## src/rtl/arb_pkg.sv

```systemverilog
// ============================================================================
// arb_pkg : shared types, sizes and the round-robin pick helper for arb_rr4
// Rev 1.0 : initial release
// ============================================================================
`default_nettype none

package arb_pkg;

  localparam int N_REQ = 4;
  localparam int IDX_W = 2;

  typedef enum logic [0:0] {
    IDLE  = 1'b0,
    GRANT = 1'b1
  } arb_state_e;

  // First set request at or above ptr, wrapping modulo N_REQ. The loop runs
  // downward so the smallest offset from ptr is the last assignment and wins.
  function automatic logic [IDX_W-1:0] rr_pick(input logic [N_REQ-1:0] req,
                                               input logic [IDX_W-1:0] ptr);
    logic [IDX_W-1:0] idx;
    logic [IDX_W-1:0] cand;
    idx = ptr;
    for (int i = N_REQ - 1; i >= 0; i--) begin
      cand = ptr + IDX_W'(i);
      if (req[cand]) idx = cand;
    end
    return idx;
  endfunction

endpackage

`default_nettype wire

```

## src/rtl/decoder_2to4.sv

```systemverilog
// ============================================================================
// decoder_2to4 : binary index to one-hot decode
// Rev 1.0 : initial release
// ============================================================================
`default_nettype none

module decoder_2to4 (
  input  logic [1:0] x,
  output logic [3:0] y
);

  assign y = 4'b0001 << x;

endmodule

`default_nettype wire

```

## src/rtl/arb_rr4.sv

```systemverilog
// ============================================================================
// arb_rr4 : 4-requester round-robin arbiter with done/request-drop release.
//           Define ARB_TIMEOUT_EN to add the HOLD_MAX grant-timeout counter.
// Rev 1.0 : initial release
// ============================================================================
`default_nettype none

module arb_rr4
  import arb_pkg::*;
#(
  parameter int HOLD_MAX = 15
) (
  input  logic             clk,
  input  logic             rst_n,
  input  logic [N_REQ-1:0] req,
  input  logic             done,
  output logic [N_REQ-1:0] gnt,
  output logic [IDX_W-1:0] gnt_idx,
  output logic             gnt_valid,
  output logic             timeout
);

  if (HOLD_MAX < 1 || HOLD_MAX > 255) begin : g_hold_max_range
    $error("arb_rr4: HOLD_MAX must be within 1..255");
  end

  arb_state_e       state_q;
  logic [IDX_W-1:0] ptr_q;
  logic [IDX_W-1:0] gnt_idx_q;
  logic [IDX_W-1:0] pick_idx;
  logic             release_req;
  logic             hold_expired;
  logic             leave_grant;
  logic [N_REQ-1:0] dec_y;

  assign pick_idx    = rr_pick(req, ptr_q);
  assign release_req = done | ~req[gnt_idx_q];
  assign leave_grant = release_req | hold_expired;

`ifdef ARB_TIMEOUT_EN
  localparam logic [7:0] c_hold_max = 8'(HOLD_MAX);

  logic [7:0] hold_cnt_q;
  logic       timeout_q;

  assign hold_expired = (hold_cnt_q >= c_hold_max);
  assign timeout      = timeout_q;

  // Counter holds the number of grant cycles already shown, so a grant is
  // visible for exactly HOLD_MAX cycles before the revoking edge.
  always_ff @(posedge clk or negedge rst_n) begin
    if (!rst_n) begin
      hold_cnt_q <= 8'd0;
      timeout_q  <= 1'b0;
    end else begin
      timeout_q <= 1'b0;
      if (state_q == IDLE) begin
        hold_cnt_q <= (|req) ? 8'd1 : 8'd0;
      end else if (leave_grant) begin
        hold_cnt_q <= 8'd0;
        timeout_q  <= ~release_req;
      end else begin
        hold_cnt_q <= hold_cnt_q + 8'd1;
      end
    end
  end
`else
  assign hold_expired = 1'b0;
  assign timeout      = 1'b0;
`endif

  always_ff @(posedge clk or negedge rst_n) begin
    if (!rst_n) begin
      state_q   <= IDLE;
      ptr_q     <= '0;
      gnt_idx_q <= '0;
    end else begin
      case (state_q)
        IDLE: begin
          if (|req) begin
            gnt_idx_q <= pick_idx;
            state_q   <= GRANT;
          end
        end
        GRANT: begin
          if (leave_grant) begin
            ptr_q   <= gnt_idx_q + IDX_W'(1);
            state_q <= IDLE;
          end
        end
        default: state_q <= IDLE;
      endcase
    end
  end

  assign gnt_valid = (state_q == GRANT);
  assign gnt_idx   = gnt_idx_q;

  decoder_2to4 u_dec (
    .x (gnt_idx_q),
    .y (dec_y)
  );

  assign gnt = dec_y & {N_REQ{gnt_valid}};

endmodule

`default_nettype wire

```

## config.mk

```make
export PLATFORM = sky130hd
export DESIGN_NAME = arb_rr4
export DESIGN_NICKNAME = d
export VERILOG_FILES = /design/src/rtl/arb_pkg.sv /design/src/rtl/decoder_2to4.sv /design/src/rtl/arb_rr4.sv
export SDC_FILE = /design/constraint.sdc
export NUM_CORES = 1
export LEC_CHECK = 0
export ABC_AREA = 1
export CAP_MARGIN = 30
export CORE_AREA = 4 4 41 43
export CTS_CLUSTER_DIAMETER = 100
export DETAILED_ROUTE_END_ITERATION = 7
export DIE_AREA = 0 0 45 47
export PLACE_DENSITY = 0.79
export SYNTH_ARGS = -nofsm -noshare
export SYNTH_HDL_FRONTEND = slang
export SYNTH_SLANG_ARGS = --single-unit
```

## constraint.sdc

```tcl
create_clock -name clk -period 1.65 [get_ports clk]
set_input_delay 0.2475 -clock clk [delete_from_list [all_inputs] [get_ports clk]]
set_output_delay 0.2475 -clock clk [all_outputs]
set_load 0.005 [all_outputs]
```

==> impl_metrics.py, run 1 <==
metrics = {
    "place": {
        "post_dp_cell_area_um2": 669.4,
        "hpwlAfterDp_um": 971.8,
        "gp_congestion": 0.8228,
        "port_buffers": 13,
    },
    "grt": {
        "use_met3": 0.03448,
        "grt-ovfl-total": 0,
        "use_met2": 0.2797,
        "antenna_found_initial": 0,
        "grt_first_pass_wirelength_mm": 2.311,
        "grt_pass1_vias": 549,
        "grt_use_total": 0.1535,
        "top_usage_layer": "met2",
        "use_met1": 0.1763,
        "grt_max_degree": 11,
    },
    "timing": {
        "min_period_over_period": 0.9523,
        "setup_viol": 0,
        "hold-worst-slack_ns": 0.2278,
        "fin_setup_tns_ns": 0,
        "period_needed_ns": 1.571,
        "drv_slew": 0,
        "timing.fmax_mhz": 636.4,
        "rsz0062_at_grt": "no",
        "hold_viol_final": 0,
        "finClkSkew_ns": 0.0008317,
    },
    "worst_hold_path": {
        "hold_class": "in2async",
    },
    "cells_and_area": {
        "layout-drive-gt1-share": 0.2105,
        "layout.nets": 126,
        "antenna_cells": 0,
        "area_growth_pct": 44.24,
        "final_util": 0.5894,
        "n_fill_cell": 135,
        "postLayoutCellArea_um2": 767.0,
    },
    "setup_path": {
        "required_ns": 1.40,
        "startpoint_type": "register",
        "cp.buffers_inverters": 3,
        "path_class": "reg2out",
        "path_cells": "buf_6 > ha_2 > nand2_1 > inv_1 > dlygate4sd2_1",
        "cpPeakStageDelay_ns": 0.45,
        "slowest_stage": "dfrtp_2",
        "cp-end-kind": "output pin",
        "critPathArrivalTime_ns": 1.32,
        "crit_family": "flip-flops",
        "cp_max_fo": 6,
    },
    "power": {
        "power_density_nw_per_um2": 1875,
        "p_comb_frac": 0.682,
        "leakagePower_nw": 0.4634,
        "power.internal_w": 0.0007667,
        "pwr-share-seq": 0.221,
        "peakVddDrop_mv": 1.039,
        "swShare": 0.4669,
        "pwr-share-clk": 0.097,
        "p_sw_w": 0.0006714,
    },
    "routing": {
        "postRouteAntennaNets": 0,
        "via_per_inst": 4.659,
        "drtIter0Drc": 10,
        "drt-total-wl_mm": 1.362,
        "drt_pass1_iterations": 4,
        "wl_per_cell_um": 10.56,
        "via_count": 601,
        "drc": 0,
    },
    "clock_network": {
        "tritoncts": "done",
        "root_buffer": "clkbuf_4",
        "clk_pin_slew_ns": 0.04,
        "htreeDepth": 1,
        "cts_buffer_depth": 2,
        "cts_sinks": 5,
        "insertion_delay_ns": 0.24,
        "ctsHoldBuffers": 0,
        "cts_made_buffers": 3,
    },
    "floorplanning": {
        "initial_utilization": 0.4087,
        "core_um2": 1301,
        "io_pins": 15,
        "die_h_um": 47,
        "dieArea_um2": 2115,
        "rows": 13,
        "fp.dieW_um": 45,
    },
    "logic_synthesis": {
        "synth.yosys.warnings": 0,
        "synth_top_cells_by_count": "35 x nand2_1, 15 x inv_1, 7 x nand3_1",
        "yosys_register_bits": 5,
        "synth_cell_types": 18,
        "synth_seq_area_share": 0.2353,
        "synth_edf_count": 0,
        "avgSynthCellArea_um2": 5.908,
        "async_flop_share": 1.000,
        "synthCells": 90,
        "synth_top_area_cell": "nand2_1",
        "yosysMostFrequentCell": "nand2_1",
        "ys_top_cells_by_area": "nand2_1 25%, dfrtp_1 24%, inv_1 11%",
        "syn-num-nets": 101,
        "synthesis.area_um2": 531.8,
        "synth_top_cell_area_share": 0.2471,
        "synthFlopType": "dfrtp_1",
    },
    "outcome": {
        "outcome": "finished, final reports clean",
    },
    "flow_run": {
        "maxCapViolCount": 0,
    },
}
## flip-flops by register name, summed over array words and instances, names as in the netlist
register   flops
gnt_idx        2
gnt_valid      1
ptr_q          2
## logic make-up (layout without fill, tap and decap cells)
logic type      Yosys count  in the layout  synth area share
compound gates           11             11            0.1153
flops                     5              5            0.2353
fa+ha+maj                 4              4           0.09412
simple gates             50             50            0.3929
other cells               1              1          0.007052
buf+inv                  19             43            0.1553
## cells in the final DEF (no fill, tap or decap), drive strengths merged
master,n
nand4,1
conb,1
inv,17
ha,4
clkdlybuf4s15,2
a21oi,4
buf,9
clkbuf,4
o21ai,4
a21o,1
a31oi,1
nand3,7
nand2,39
dlygate4sd2,2
clkdlybuf4s50,8
dlymetal6s2s,1
nor2,3
o21a,1
dfrtp,5
## through the flow
step | power, W | instances | worst slack, ns
after floorplan | 0.0008766 | 90 | 0.4082
after global placement | 0.001128 | 117 | 0.05578
after detailed placement | 0.001157 | 117 | 0.03073
after CTS | 0.001408 | 128 | 0.003401
after global routing | 0.001622 | 129 | 0.01096
final | 0.001438 | 129 | 0.07878
## final timing paths
check                      slack [ns]  depth (start not counted)       start         end
setup / recovery                 0.08                          5  gnt_idx[0]      gnt[1]
hold reg to reg                  0.57                          1  gnt_idx[0]    ptr_q[0]
max in group asynchronous        1.22                          1       rst_n  gnt_idx[0]
setup reg to reg                 0.23                         12    ptr_q[0]  gnt_idx[0]
min in group clk                 0.57                          1  gnt_idx[0]    ptr_q[0]
hold / removal                   0.23                          1       rst_n  gnt_idx[1]
## metal layers
metal | vias up | share of wire
li1 | 321 | -
met1 | 276 | 0.44
met2 | 4 | 0.54
met3 | 0 | 0.018
met4 | 0 | 0
met5 | - | 0
## power by group through the flow
| stage | registers, W | logic (W) | clock network (W) |
|---|---|---|---|
| floorplan | 0.000270 | 0.000607 | 0 |
| global placement | 0.000317 | 0.000812 | 0 |
| detailed placement | 0.000323 | 0.000834 | 0 |
| CTS | 0.000316 | 0.000942 | 0.000149 |
| global route | 0.000339 | 0.00113 | 0.000156 |
| finish | 0.000318 | 0.000981 | 0.000140 |
## cell type report
type / instances / area, µm² / area share
flip-flops and latches: 5 / 127.6 / 0.1664
clock buffers: 4 / 26.28 / 0.03426
well taps: 15 / 18.77 / 0.02447
repair buffers: 22 / 201.4 / 0.2626
multi-input cells: 66 / 329.1 / 0.4290
inverters: 17 / 63.81 / 0.08320
## repair_timing
action	4_1_cts	5_1_grt
setup buffers	7	1
resized for setup	9	5
cloned	0	0
setup endpoints to repair	4	3
Power figures use the tool's default switching activity.
==> run 2, diff against run 1 <==
--- a/config.mk
+++ b/config.mk
@@ -11,7 +11,7 @@
 export CTS_CLUSTER_DIAMETER = 100
 export DETAILED_ROUTE_END_ITERATION = 7
 export DIE_AREA = 0 0 45 47
-export PLACE_DENSITY = 0.79
+export PLACE_DENSITY_LB_ADDON = 0.1
 export SYNTH_ARGS = -nofsm -noshare
 export SYNTH_HDL_FRONTEND = slang
 export SYNTH_SLANG_ARGS = --single-unit
==> impl_metrics.py, run 2 (synthesis gave the netlist of run 1 again) <==
metrics = {
    "timing": {
        "drv_slew": 0,
        "hold_viol_final": 0,
        "setup_viol": 0,
        "min_period_over_period": 0.9378,
        "rsz0062_at_grt": "no",
        "fin_setup_tns_ns": 0,
        "timing.fmax_mhz": 646.3,
        "finClkSkew_ns": 0.001673,
        "period_needed_ns": 1.547,
    },
    "grt": {
        "grt_first_pass_wirelength_mm": 2.021,
        "grt-ovfl-total": 0,
        "grt_pass1_vias": 486,
        "grt_use_total": 0.1343,
        "grt_max_degree": 11,
        "antenna_found_initial": 0,
    },
    "setup_path": {
        "required_ns": 1.40,
        "path_class": "reg2out",
        "critPathArrivalTime_ns": 1.30,
        "cp-end-kind": "output pin",
        "cp_max_fo": 3,
        "reg2reg_depth": 12,
        "rr_endpoint": "gnt_idx[0]",
        "regToRegStartpoint": "ptr_q[0]",
        "startpoint_type": "register",
        "ff2ff_setup_slack_ns": 0.20,
    },
    "power": {
        "p_comb_frac": 0.672,
        "power_density_nw_per_um2": 1874,
        "peakVddDrop_mv": 0.9527,
        "pwr-share-seq": 0.229,
        "power.internal_w": 0.0007187,
        "leakagePower_nw": 0.4493,
        "p_sw_w": 0.0006503,
        "pwr-share-clk": 0.100,
        "swShare": 0.4750,
    },
    "cells_and_area": {
        "layout-drive-gt1-share": 0.1802,
        "final_util": 0.5615,
        "area_growth_pct": 37.41,
        "antenna_cells": 0,
        "layout_common_cells": "35 x nand2_1, 13 x inv_1, 9 x clkdlybuf4s50_1, 7 x nand3_1, 5 x buf_4",
        "final_common_cell": "nand2_1",
        "stdcell_count": 126,
        "layout.nets": 123,
        "n_fill_cell": 147,
    },
    "clock_network": {
        "ctsHoldBuffers": 0,
        "insertion_delay_ns": 0.24,
        "htreeDepth": 1,
        "clk_pin_slew_ns": 0.04,
        "cts_made_buffers": 3,
        "cts_sinks": 5,
        "cts_buffer_depth": 2,
        "tritoncts": "done",
        "root_buffer": "clkbuf_4",
    },
    "routing": {
        "via_per_inst": 4.651,
        "drt-total-wl_mm": 1.232,
        "drc": 0,
        "wl_per_cell_um": 9.778,
        "drt_pass1_iterations": 4,
        "via_count": 586,
        "postRouteAntennaNets": 0,
        "drtIter0Drc": 16,
    },
    "floorplanning": {
        "io_pins": 15,
        "die_h_um": 47,
        "initial_utilization": 0.4087,
        "dieArea_um2": 2115,
        "core_um2": 1301,
        "rows": 13,
        "fp.dieW_um": 45,
    },
    "outcome": {
        "outcome": "finished, final reports clean",
    },
    "flow_run": {
        "maxCapViolCount": 0,
    },
    "place": {
        "port_buffers": 13,
        "dp.cells": 117,
        "hpwlAfterDp_um": 906.1,
        "gp_congestion": 0.8458,
    },
    "worst_hold_path": {
        "hold_class": "in2async",
    },
}
## run 2: cell types whose count changed in the layout (fill, tap and decap cells not counted), sizes merged
cell	previous run	this run
dlygate4sd2	2	3
buf	9	6
clkdlybuf4s50	8	9
clkdlybuf4s15	2	0
dlymetal6s2s	1	0
clkbuf	4	5
## run 2: final cells by class
| type | instances | area [µm²] | area share |
|---|---|---|---|
| Multi-Input combinational cell | 66 | 324.1 | 0.4435 |
| Timing Repair Buffer | 19 | 170.2 | 0.2329 |
| Sequential cell | 5 | 127.6 | 0.1747 |
| Inverter | 17 | 63.81 | 0.08733 |
| Clock buffer | 4 | 26.28 | 0.03596 |
| Tap cell | 15 | 18.77 | 0.02568 |
## run 2: layer usage
| layer | vias up | GRT usage | wire length, µm |
|---|---|---|---|
| li1 | 315 | - | - |
| met1 | 253 | 0.1852 | 592 |
| met2 | 16 | 0.1751 | 543 |
| met3 | 2 | 0.03448 | 81 |
| met4 | 0 | 0.1053 | 14 |
| met5 | - | 0 | 0 |
## run 2: worst max path at each step
stage / startpoint / to / slack, ns / depth (start not counted)
global route: ptr_q[0] / gnt_idx[0] / 0.001 / 12
detailed placement: req[3] / gnt_idx[0] / 0.05 / 12
CTS: gnt_idx[1] / gnt[2] / 0.05 / 6
floorplan: ptr_q[0] / gnt_idx[0] / 0.41 / 13
finish: gnt_idx[1] / gnt[0] / 0.10 / 6
global placement: gnt_idx[0] / gnt[0] / 0.06 / 5
## run 2: power by group through the flow
stage | Clock, W | Sequential, W | Combinational, W
2_1_floorplan | 0 | 0.000270 | 0.000607
3_3_place_gp | 0 | 0.000324 | 0.000832
3_5_place_dp | 0 | 0.000321 | 0.000834
4_1_cts | 0.000145 | 0.000311 | 0.000908
5_1_grt | 0.000154 | 0.000326 | 0.00105
6_report | 0.000136 | 0.000313 | 0.000920
## run 2: critical path: stages, from the launching register on
cell,delay (ns)
dfrtp_2,0.41
buf_4,0.14
inv_2,0.06
ha_1,0.14
nand2_1,0.05
inv_1,0.05
dlygate4sd2_1,0.22
## run 2: timing repair
| action | in CTS | in global routing |
|---|---|---|
| gates cloned | 0 | 0 |
| gates resized for setup | 10 | 1 |
| buffers inserted | 4 | 1 |
| setup endpoints to repair | 4 | 1 |
## run 2: metrics by stage
stage / hold WS (ns) / area [µm²] / total power (W) / worst slack [ns]
floorplan: -0.04809 / 531.8 / 0.0008766 / 0.4082
global placement: 0.4741 / 669.4 / 0.001156 / 0.06450
detailed placement: 0.4751 / 669.4 / 0.001156 / 0.05328
CTS: 0.2157 / 728.2 / 0.001364 / 0.04697
global route: 0.2149 / 730.7 / 0.001534 / 0.001483
finish: 0.2194 / 730.7 / 0.001369 / 0.1026
